**config.mk**
```make
export PLATFORM = sky130hd
export DESIGN_NAME = gate_exerciser
export DESIGN_NICKNAME = d
export VERILOG_FILES = /design/src/rtl/gate_pkg.sv /design/src/rtl/gate_ref_model.sv /design/src/rtl/gate_exerciser.sv
export SDC_FILE = /design/constraint.sdc
export NUM_CORES = 1
export LEC_CHECK = 0
export ABC_CLOCK_PERIOD_IN_PS = 2800
export CORE_MARGIN = 2
export CORE_UTILIZATION = 53
export DETAILED_ROUTE_END_ITERATION = 12
export PLACE_DENSITY = 0.78
export SYNTH_ARGS = -nofsm -noshare
export SYNTH_HDL_FRONTEND = slang
export SYNTH_HIERARCHICAL = 1
export SYNTH_SLANG_ARGS = --single-unit
```
**constraint.sdc**
```tcl
create_clock -name clk -period 2.8 [get_ports clk]
set_input_delay 0.56 -clock clk [delete_from_list [all_inputs] [get_ports clk]]
set_output_delay 0.56 -clock clk [all_outputs]
set_load 0.02 [all_outputs]
```
**src/rtl/gate_pkg.sv**
```systemverilog
// Shared definitions for the two-input gate exerciser and the gate benches:
// operation encodings, FSM state type and the vector count.
package gate_pkg;

    localparam logic [1:0] OP_AND  = 2'b00;
    localparam logic [1:0] OP_OR   = 2'b01;
    localparam logic [1:0] OP_XOR  = 2'b10;
    localparam logic [1:0] OP_NAND = 2'b11;

    localparam int NUM_VECTORS = 4;

    typedef enum logic [1:0] {
        ST_IDLE,
        ST_SETTLE,
        ST_CHECK,
        ST_DONE
    } state_t;

endpackage

```
**src/rtl/gate_ref_model.sv**
```systemverilog
// Golden combinational model of the two-input gates: expected y for a given
// operation code and A/B inputs.
module gate_ref_model
    import gate_pkg::*;
(
    input  logic [1:0] op,
    input  logic       a,
    input  logic       b,
    output logic       y
);

    always_comb begin
        unique case (op)
            OP_AND:  y = a & b;
            OP_OR:   y = a | b;
            OP_XOR:  y = a ^ b;
            OP_NAND: y = ~(a & b);
            default: y = 1'b0;
        endcase
    end

endmodule

```
**src/rtl/gate_exerciser.sv**
```systemverilog
// Drives a two-input gate through all four input vectors, samples Y after a
// settle window and records pass flag, mismatch count and per-vector fail mask.
module gate_exerciser
    import gate_pkg::*;
#(
    parameter int SETTLE_CYCLES = 2  // legal range 1..15
) (
    input  logic       clk,
    input  logic       rst_n,
    input  logic       start,
    input  logic [1:0] OP,
    output logic       A,
    output logic       B,
    input  logic       Y,
    output logic       busy,
    output logic       done,
    output logic       pass,
    output logic [2:0] err_count,
    output logic [3:0] fail_mask
);

    localparam logic [3:0] SETTLE_LOAD = 4'(SETTLE_CYCLES);
    localparam logic [1:0] LAST_IDX    = 2'(NUM_VECTORS - 1);

    state_t     state;
    state_t     state_next;
    logic [1:0] op_q;
    logic [1:0] idx;
    logic [3:0] cnt;
    logic       y_exp;
    logic       mismatch;
    logic [2:0] err_next;

    // Expected value uses the registered A/B, so it lines up with the Y they produce.
    gate_ref_model u_ref (
        .op (op_q),
        .a  (A),
        .b  (B),
        .y  (y_exp)
    );

    assign mismatch = (Y != y_exp);
    assign err_next = err_count + 3'(mismatch);

    // NOTE: sequential state uses non-blocking assignments so every register
    // samples pre-edge values regardless of process evaluation order.
    always_ff @(posedge clk or negedge rst_n) begin
        if (!rst_n) state <= ST_IDLE;
        else        state <= state_next;
    end

    // NOTE: every output of this block gets a default first, so no path
    // through the case statement can infer a latch.
    always_comb begin
        state_next = state;
        busy       = 1'b0;
        done       = 1'b0;
        unique case (state)
            ST_IDLE: begin
                if (start) state_next = ST_SETTLE;
            end
            ST_SETTLE: begin
                busy = 1'b1;
                if (cnt == 4'd1) state_next = ST_CHECK;
            end
            ST_CHECK: begin
                busy       = 1'b1;
                state_next = (idx == LAST_IDX) ? ST_DONE : ST_SETTLE;
            end
            ST_DONE: begin
                done       = 1'b1;
                state_next = ST_IDLE;
            end
            default: state_next = ST_IDLE;
        endcase
    end

    always_ff @(posedge clk or negedge rst_n) begin
        if (!rst_n) begin
            op_q      <= OP_AND;
            idx       <= 2'd0;
            cnt       <= 4'd0;
            A         <= 1'b0;
            B         <= 1'b0;
            pass      <= 1'b0;
            err_count <= 3'd0;
            fail_mask <= 4'd0;
        end else begin
            unique case (state)
                ST_IDLE: begin
                    if (start) begin
                        op_q      <= OP;
                        idx       <= 2'd0;
                        cnt       <= SETTLE_LOAD;
                        {A, B}    <= 2'b00;
                        pass      <= 1'b0;
                        err_count <= 3'd0;
                        fail_mask <= 4'd0;
                    end
                end
                ST_SETTLE: cnt <= cnt - 4'd1;
                ST_CHECK: begin
                    if (mismatch) fail_mask[idx] <= 1'b1;
                    err_count <= err_next;
                    if (idx != LAST_IDX) begin
                        idx    <= idx + 2'd1;
                        {A, B} <= idx + 2'd1;
                        cnt    <= SETTLE_LOAD;
                    end else begin
                        {A, B} <= 2'b00;
                        pass   <= (err_next == 3'd0);
                    end
                end
                ST_DONE: {A, B} <= 2'b00;
                default: ;
            endcase
        end
    end

endmodule

```
Word level (Yosys, flattened, before mapping)
Index checks and enable logic that the tools add are counted.
{"block": "totals", "regBits": 20, "latch_bits": 0, "mem_bits_rw": 0, "mem_bits_ro": 0, "in_bits": 6, "output_inout_bits": 12, "word_cells": 77, "memories": 0}
{"block": "op_classes", "add_sub_neg": 3, "n_mul": 0, "div": 0, "order_cmp": 2, "n_eq_ne": 15, "n_shift": 0, "muxes": 27, "n_bitwise": 5, "reduce_logical": 16}
{"op": "$mux 4", "n": 4}
{"op": "$ne 2x2->1 const B", "n": 6}
{"op": "$pmux 4 s3", "n": 1}
{"op": "$reduce_and 3->1", "n": 4}
{"op": "$eq 2x2->1 const B", "n": 5}
{"op": "$mux 2", "n": 5}
{"op": "$pmux 2 s4", "n": 1}
{"op": "$pmux 4 s2", "n": 1}
{"op": "$reduce_and 2->1", "n": 4}
{"op": "$mux 1", "n": 7}
{"op": "$pmux 1 s3", "n": 2}
{"op": "$pmux 3 s2", "n": 1}
{"op": "$reduce_bool 3->1", "n": 2}
{"op": "$eq 2x1->1 const B", "n": 2}
{"op": "$eq 4x1->1 const B", "n": 1}
{"op": "$logic_not 2->1", "n": 2}
{"op": "$or 4x4->4", "n": 1}
{"op": "$pmux 1 s4", "n": 1}
{"op": "$pmux 2 s2", "n": 1}
{"op": "$sub 4x1->4 const B", "n": 1}
{"op": "$add 3x1->3", "n": 1}
{"op": "$logic_not 3->1", "n": 1}
{"op": "$lt 2x3->1 const B", "n": 1}
{"op": "$mux 3", "n": 1}
{"op": "other kinds (12)", "n": 12}

Logic depth before layout (Yosys ltp)
Gate-level depths: netlist of the first run.
{"block": "depth", "word_depth": 8, "mapped_depth": 11, "mapped_depth_nobuf": 11}

Cells and area by module
Netlist of the first run, hierarchy kept.
{"module": "gate_exerciser", "n_inst": 1, "cells_per_inst": 120, "area_each_um2": 1218.7, "seq_area_each_um2": 500.5}
{"module": "gate_ref_model", "n_inst": 1, "cells_per_inst": 10, "area_each_um2": 63.8, "seq_area_each_um2": 0.0}

Worst setup path after synthesis of the first run
No wires, ideal clock.
{"block": "synth_path", "kind": "register to register", "startpoint": "reg A", "endpoint": "reg pass", "setup_ps": 66, "arrival_time_ps": 2409, "t_required_ps": 2734, "path_slack_ps": 325, "stages_incl_launch_ff": 12, "path_buffers": 0, "period_less_slack_ps": 2475, "path_cell_list": "dfrtp_1 inv_1 ha_1 nor2b_1 o21ai_1 o21ai_1 xor2_1 ha_1 ha_1 nand4bb_1 a2111o_1 nand2_1"}
{"block": "synth_via", "elab_chain_len": 8, "word_cells_on_any_way": 10, "cone_classes": "add/sub: 1; eq/ne: 1; mux: 3; bitwise: 4; reduce/logical: 1"}
{"item": "from (decl)", "line_no": "gate_exerciser.sv:12", "text": "output logic A,"}
{"item": "from (signal assigned)", "line_no": "gate_exerciser.sv:107", "text": "{A, B} <= idx + 2'd1;"}
{"item": "$and 1x1->1", "line_no": "gate_ref_model.sv:14, gate_ref_model.sv:17"}
{"item": "$not 1->1", "line_no": "gate_ref_model.sv:17", "text": "OP_NAND: y = ~(a & b);"}
{"item": "$pmux 1 s4 *", "line_no": "gate_ref_model.sv:13", "text": "unique case (op)"}
{"item": "via y_exp", "line_no": "gate_exerciser.sv:30", "text": "logic y_exp;"}
{"item": "$ne 1x1->1 *", "line_no": "gate_exerciser.sv:42", "text": "assign mismatch = (Y != y_exp);"}
{"item": "$add 3x1->3 *", "line_no": "gate_exerciser.sv:43", "text": "assign err_next = err_count + 3'(mismatch);"}
{"item": "$logic_not 3->1 *", "line_no": "gate_exerciser.sv:111", "text": "pass <= (err_next == 3'd0);"}
{"item": "$mux 1 *", "line_no": "gate_exerciser.sv:105", "text": "if (idx != LAST_IDX) begin"}
{"item": "$pmux 1 s2 *", "line_no": "gate_exerciser.sv:89", "text": "unique case (state)"}
{"item": "to (signal assigned)", "line_no": "gate_exerciser.sv:111"}
{"item": "to (decl)", "line_no": "gate_exerciser.sv:17", "text": "output logic pass,"}
The timed path passes the listed nets; every way through them passes the cells marked *. The select of a mux whose other input is x is not followed.
A chain may end at the register's enable or synchronous reset.

Worst setup path after layout of the first run
Same ends and word-level chain as after synthesis.

==> impl_metrics.ini, run 1 <==
[status]
status = completed

[route]
wl_per_cell_um = 14.4
wl_mm = 2.51
drtIter0Drc = 9
drc = 0
firstDrtPassIters = 4
viasPerCell = 5.88
final_antenna_net_count = 0
vias = 1023

[synth]
avgSynthCellArea_um2 = 9.87
yosysTopAreaCell = dfrtp_1
synth_top_family_by_area = compound AO/OA/AOI/OAI gates
ys_warn_count = 6
synth_nets = 151
synth.area.top_cells = dfrtp_1 39%, ha_1 15%, a21oi_1 3.1%
synthMuxAreaShare_pct = 3.32
async_flop_share_pct = 100
synth_compound_area_share_pct = 21.1
netlist.area_leader.share_pct = 39.0
synth-adder-area-share_pct = 14.6
synth_flop_cell = dfrtp_1
ys_seq_area_share_pct = 39.0
synth_seq_cells = 20
synth-simple-area-share_pct = 15.8
syn_inst = 130
syn_area_um2 = 1280
ys_types = 36
synth_enable_flop_cells = 0
yosys.area_share.xor_xnor_pct = 0.683

[setup_path]
crit_fanout = 4
cp_slowest_cell = dfrtp_1
end_kind = flop
crit_top_cell = ha_1
startpoint_type = flop
cp_cell_sequence = inv_1, ha_1, nor2b_1, o21ai_1, o21ai_1, xor2_1, ha_1, ha_1, nand4bb_1, a2111o_1, nand2_1
crit_required_ns = 3.04
critical_path_arrival_ns = 2.75
cp_slowest_stage_delay_ns = 0.41
critPathKind = flop to flop

[finish]
drive_above_1_share_pct = 9.59
area_growth_syn_to_layout_pct = 16.1
diodes = 0
nets = 169
fin_util_pct = 66.0

[global_routing]
grt_max_degree = 21
grt_pass1_vias = 970
grt_pass1_wl_mm = 4.24
grt.total_usage_pct = 20.5
grt_overflow = 0
antenna_found_initial = 0

[die]
fp-row-count = 17
die_w_um = 53.2
die_h_um = 53.2
pin_count = 18
start_util_pct = 56.9
coreArea_um2 = 2250
die_area_um2 = 2830

[clocking]
clk_latency_ns = 0.29
cts_resized = 0
htreeDepth = 1
cts_buffer_depth = 2
cts_made_buffers = 3
cts_tree = built
cts-root-buf = clkbuf_4
cts_hold_buf = 0
clkSinkCount = 20
clk_pin_slew_ns = 0.11
post_cts_buffers = 0

[sta]
finalCriticalPeriod_ns = 2.51
rsz0062_at_grt = false
fin_setup_tns_ns = 0
fin_crit_sh_pct = 89.7
fin_ws_ns = 0.288
fmax_ghz = 0.398
final_hold_viol_count = 0
slew_viol_final = 0
whs_ns = 0.526
setup_viol_count_final = 0
worst_pin_slew_ns = 0.670
clock_skew_ns = 0.00312
slew_headroom_pct = 55.3

[placed_design]
pre_cts_ws_ns = 0.328
dpl.hpwl_mm = 1.87
gp_congestion = 0.756
port_buffers = 17

[flow_run]
maxCapViolations = 0

[power]
power_density_nw_per_um2 = 1040
leakagePower_nw = 0.672
peakVddDrop_mv = 0.716
p_total_mw = 1.55

[hold_path]
worstHoldPathType = flop to flop
==> power by group <==
group	internal (mW)	switching, mW
Clock	0.0500	0.0861
Sequential	0.390	0.0963
Combinational	0.421	0.504
==> per-layer routing <==
layer  vias to the layer above  GRT usage (%)  routed length, um
li1                        494              -                  -
met1                       513           27.8               1210
met2                        14           34.4               1210
met3                         2           2.54                 74
met4                         0           5.13                 13
met5                         -              0                  0
==> layout by cell type, fill, tap and decap left out, types with 2 or more instances in the layout <==
master,synthesis,final
dfrtp_1,20,20
ha_1,15,15
o21ai_0,8,8
nor3_1,2,2
o21ai_1,3,3
buf_4,0,2
mux2i_1,2,2
nand2b_1,3,3
a21oi_1,8,8
nand2_1,10,10
clkbuf_4,0,3
a32o_1,2,2
nor2_1,7,7
a31oi_1,4,4
o31ai_1,2,2
nor2b_1,5,5
inv_1,9,9
clkdlybuf4s50_1,0,17
o221ai_1,2,2
nand3b_1,4,4
mux2_2,2,2
==> worst paths after layout <==
check,slack [ns],cells past startpoint,from,end
max in group asynchronous,1.99,2,rst_n,cnt[1]
min in group asynchronous,0.60,2,rst_n,fail_mask[1]
worst min register to register,0.53,2,pass,pass
worst min-delay path,0.53,2,pass,pass
worst max register to register,0.29,11,A,pass
worst max-delay path,0.29,11,A,pass
==> kinds of logic after synthesis <==
family                   count (synthesis)
buffers and inverters                   15
AND/OR/NAND/NOR                         36
multiplexers                             4
flip-flops                              20
adder cells (fa/ha/maj)                 15
AO/OA/AOI/OAI                           39
XOR/XNOR                                 1
==> flip-flops by register name, indices dropped and copies added, names as in the netlist, 2 cells and up <==
signal / flops
cnt: 4
op_q: 2
err_count: 3
state: 2
idx: 2
fail_mask: 4
==> layout make-up <==
type	count	area (um^2)
well taps	28	35.0
inverters	9	33.8
clock buffers	3	22.5
fillers	192	766
multi-input cells	95	712
flip-flops and latches	20	500
repair buffers	19	185
==> worst max-delay path, delay by kind of cell, from the launching register on <==
kind	cells	cell delay, ns
buf+inv	1	0.06
flops	1	0.41
fa+ha+maj	3	0.73
compound gates	3	0.61
simple gates	3	0.40
xor+xnor	1	0.26
==> synthesized netlist by cell type, drive strengths merged (2+ instances only) <==
master  number
nand2       11
buf          6
nor2b        6
ha          15
mux2i        2
nand3b       4
o31ai        2
nor2         7
o221ai       2
a31oi        4
inv          9
nor3         2
dfrtp       20
o21ai       11
a21oi        9
mux2         2
a32o         2
nand2b       3
==> metrics by stage <==
step	instance area (um^2)	cells
floorplan	1280	130
global placement	1470	171
detailed placement	1470	171
CTS	1490	174
global route	1490	174
finish	1490	174
No activity file was read; power rests on OpenSTA's default activity.
==> run 2, diff against run 1 <==
--- a/config.mk
+++ b/config.mk
@@ -6,10 +6,9 @@
 export NUM_CORES = 1
 export LEC_CHECK = 0
 export ABC_CLOCK_PERIOD_IN_PS = 2800
-export CORE_MARGIN = 2
 export CORE_UTILIZATION = 53
 export DETAILED_ROUTE_END_ITERATION = 12
-export PLACE_DENSITY = 0.78
+export PLACE_DENSITY = 0.88
 export SYNTH_ARGS = -nofsm -noshare
 export SYNTH_HDL_FRONTEND = slang
 export SYNTH_HIERARCHICAL = 1
==> impl_metrics.ini, run 2 (synthesized netlist as in run 1, its figures left out) <==
[status]
status = completed

[finish]
multi_input_area_um2 = 712
drive_above_1_share_pct = 10.2
seq_area_um2 = 500
reg_top3 = cnt: 4 flops, fail_mask: 4 flops, err_count: 3 flops
diodes = 0
nets = 169
area_growth_syn_to_layout_pct = 17.2
mostFrequentLayoutCells = 20 x dfrtp_1, 17 x clkdlybuf4s50_1, 15 x ha_1
instances_no_fill = 175
final_common_cell = dfrtp_1
n_fill_cell = 190

[sta]
clock_skew_ns = 0.00866
slew_headroom_pct = 55.7
worst_pin_slew_ns = 0.665
fmax_ghz = 0.396
setup_viol_count_final = 0
slew_viol_final = 0
fin_crit_sh_pct = 90.1
final_hold_viol_count = 0
fin_ws_ns = 0.277
rsz0062_at_grt = false
finalCriticalPeriod_ns = 2.52
fin_setup_tns_ns = 0

[setup_path]
crit_top_cell = ha_1
end_kind = flop
crit_required_ns = 3.06
cp_slowest_stage_delay_ns = 0.42
r2r_cells = 11
critical_path_arrival_ns = 2.78
cp_cell_sequence = inv_1, ha_1, nor2b_1, o21ai_1, o21ai_1, xor2_1, ha_1, ha_1, nand4bb_1, a2111o_1, nand2_1
cp_slowest_cell = a2111o_1
startpoint_type = flop
rr_startpoint = A
critPathKind = flop to flop
reg2reg_to = pass
crit_fanout = 4
r2r_slack_ns = 0.28

[die]
start_util_pct = 56.9
pin_count = 18
die_h_um = 51.2
die_area_um2 = 2620
fp-row-count = 17
die_w_um = 51.2
coreArea_um2 = 2250

[power]
leakagePower_nw = 0.679
peakVddDrop_mv = 0.739
netSwitchingFraction_pct = 44.4
p_switching_mw = 0.714
seq_power_share_pct = 30.2
p_int_mw = 0.894
power_density_nw_per_um2 = 1070
p_total_mw = 1.61
comb_power_share_pct = 59.0
p_clk_share_pct = 10.8

[route]
drc = 0
viasPerCell = 5.78
wl_per_cell_um = 15.1
wl_mm = 2.64
final_antenna_net_count = 0
drtIter0Drc = 20
firstDrtPassIters = 4
vias = 1011

[placed_design]
port_buffers = 17
gp_congestion = 0.771
pre_cts_ws_ns = 0.307
dpl.hpwl_mm = 1.94
dp_cells = 171

[global_routing]
met1_usage_pct = 29.9
grtUsageMet2_pct = 42.8
busiest_layer = met2
grt_max_degree = 21
grt.total_usage_pct = 24.3
grt_util_met3_pct = 3.57
grt_pass1_wl_mm = 4.65
antenna_found_initial = 0
grt_pass1_vias = 1041
grt_overflow = 0

[clocking]
cts_buffer_depth = 2
cts-root-buf = clkbuf_4
cts_resized = 0
cts_hold_buf = 0
cts_tree = built
htreeDepth = 1
post_cts_buffers = 0
clkSinkCount = 20
clk_pin_slew_ns = 0.12
cts_made_buffers = 3
clk_latency_ns = 0.31

[hold_path]
hp-start = pass
min_to = pass
worstHoldPathType = flop to flop
hold_path_depth = 2

[flow_run]
maxCapViolations = 0
run 2: cell count changes in the layout (fill, tap and decap cells not counted):
cell | before | now
clkbuf_8 | 0 | 1
run 2: worst max path at each step:
stage	start	end	slack, ns	cells after the start
global route	B	pass	0.10	11
finish	A	pass	0.28	11
detailed placement	A	pass	0.31	11
global placement	Y	pass	0.40	7
floorplan	A	pass	0.33	11
CTS	A	pass	0.27	11
run 2: critical path: cells and delay by family, from the launching register on:
family                     cells  cell delay, ns
buffers and inverters          1            0.06
and+or+nand+nor                3            0.41
adders and majority gates      3            0.76
xor gates and xnor gates       1            0.24
DFF                            1            0.41
AOI/OAI and AO/OA              3            0.62
run 2: routing by layer:
| metal | share of wire (%) | vias to the layer above |
|---|---|---|
| met5 | 0 | - |
| met4 | 2.2 | 0 |
| met3 | 4.5 | 9 |
| met2 | 50 | 33 |
| met1 | 43 | 475 |
| li1 | - | 494 |
run 2: power groups by stage:
| stage | registers [mW] | logic, mW | clock network (mW) |
|---|---|---|---|
| after floorplan | 0.514 | 0.639 | 0 |
| after global placement | 0.483 | 0.881 | 0 |
| after detailed placement | 0.490 | 0.939 | 0 |
| after CTS | 0.485 | 0.945 | 0.176 |
| after global routing | 0.500 | 1.05 | 0.188 |
| final | 0.486 | 0.948 | 0.174 |
run 2: area by class of cell:
cell class / count / share of cell area, %
clock buffer: 4 / 2.41
inverter: 9 / 2.25
multi-input combinational: 95 / 47.4
sequential: 20 / 33.3
tap: 28 / 2.33
timing repair buffer: 19 / 12.3
run 2: stage by stage:
| stage | hold WS [ns] | instance area, um^2 | utilization (%) |
|---|---|---|---|
| 2_1_floorplan | 0.264 | 1280 | - |
| 3_3_place_gp | 0.495 | 1470 | 65.0 |
| 4_1_cts | 0.548 | 1500 | 66.6 |
| 5_1_grt | 0.574 | 1500 | 66.6 |
| 6_report | 0.549 | 1500 | 66.6 |
| 3_5_place_dp | 0.510 | 1470 | 65.0 |
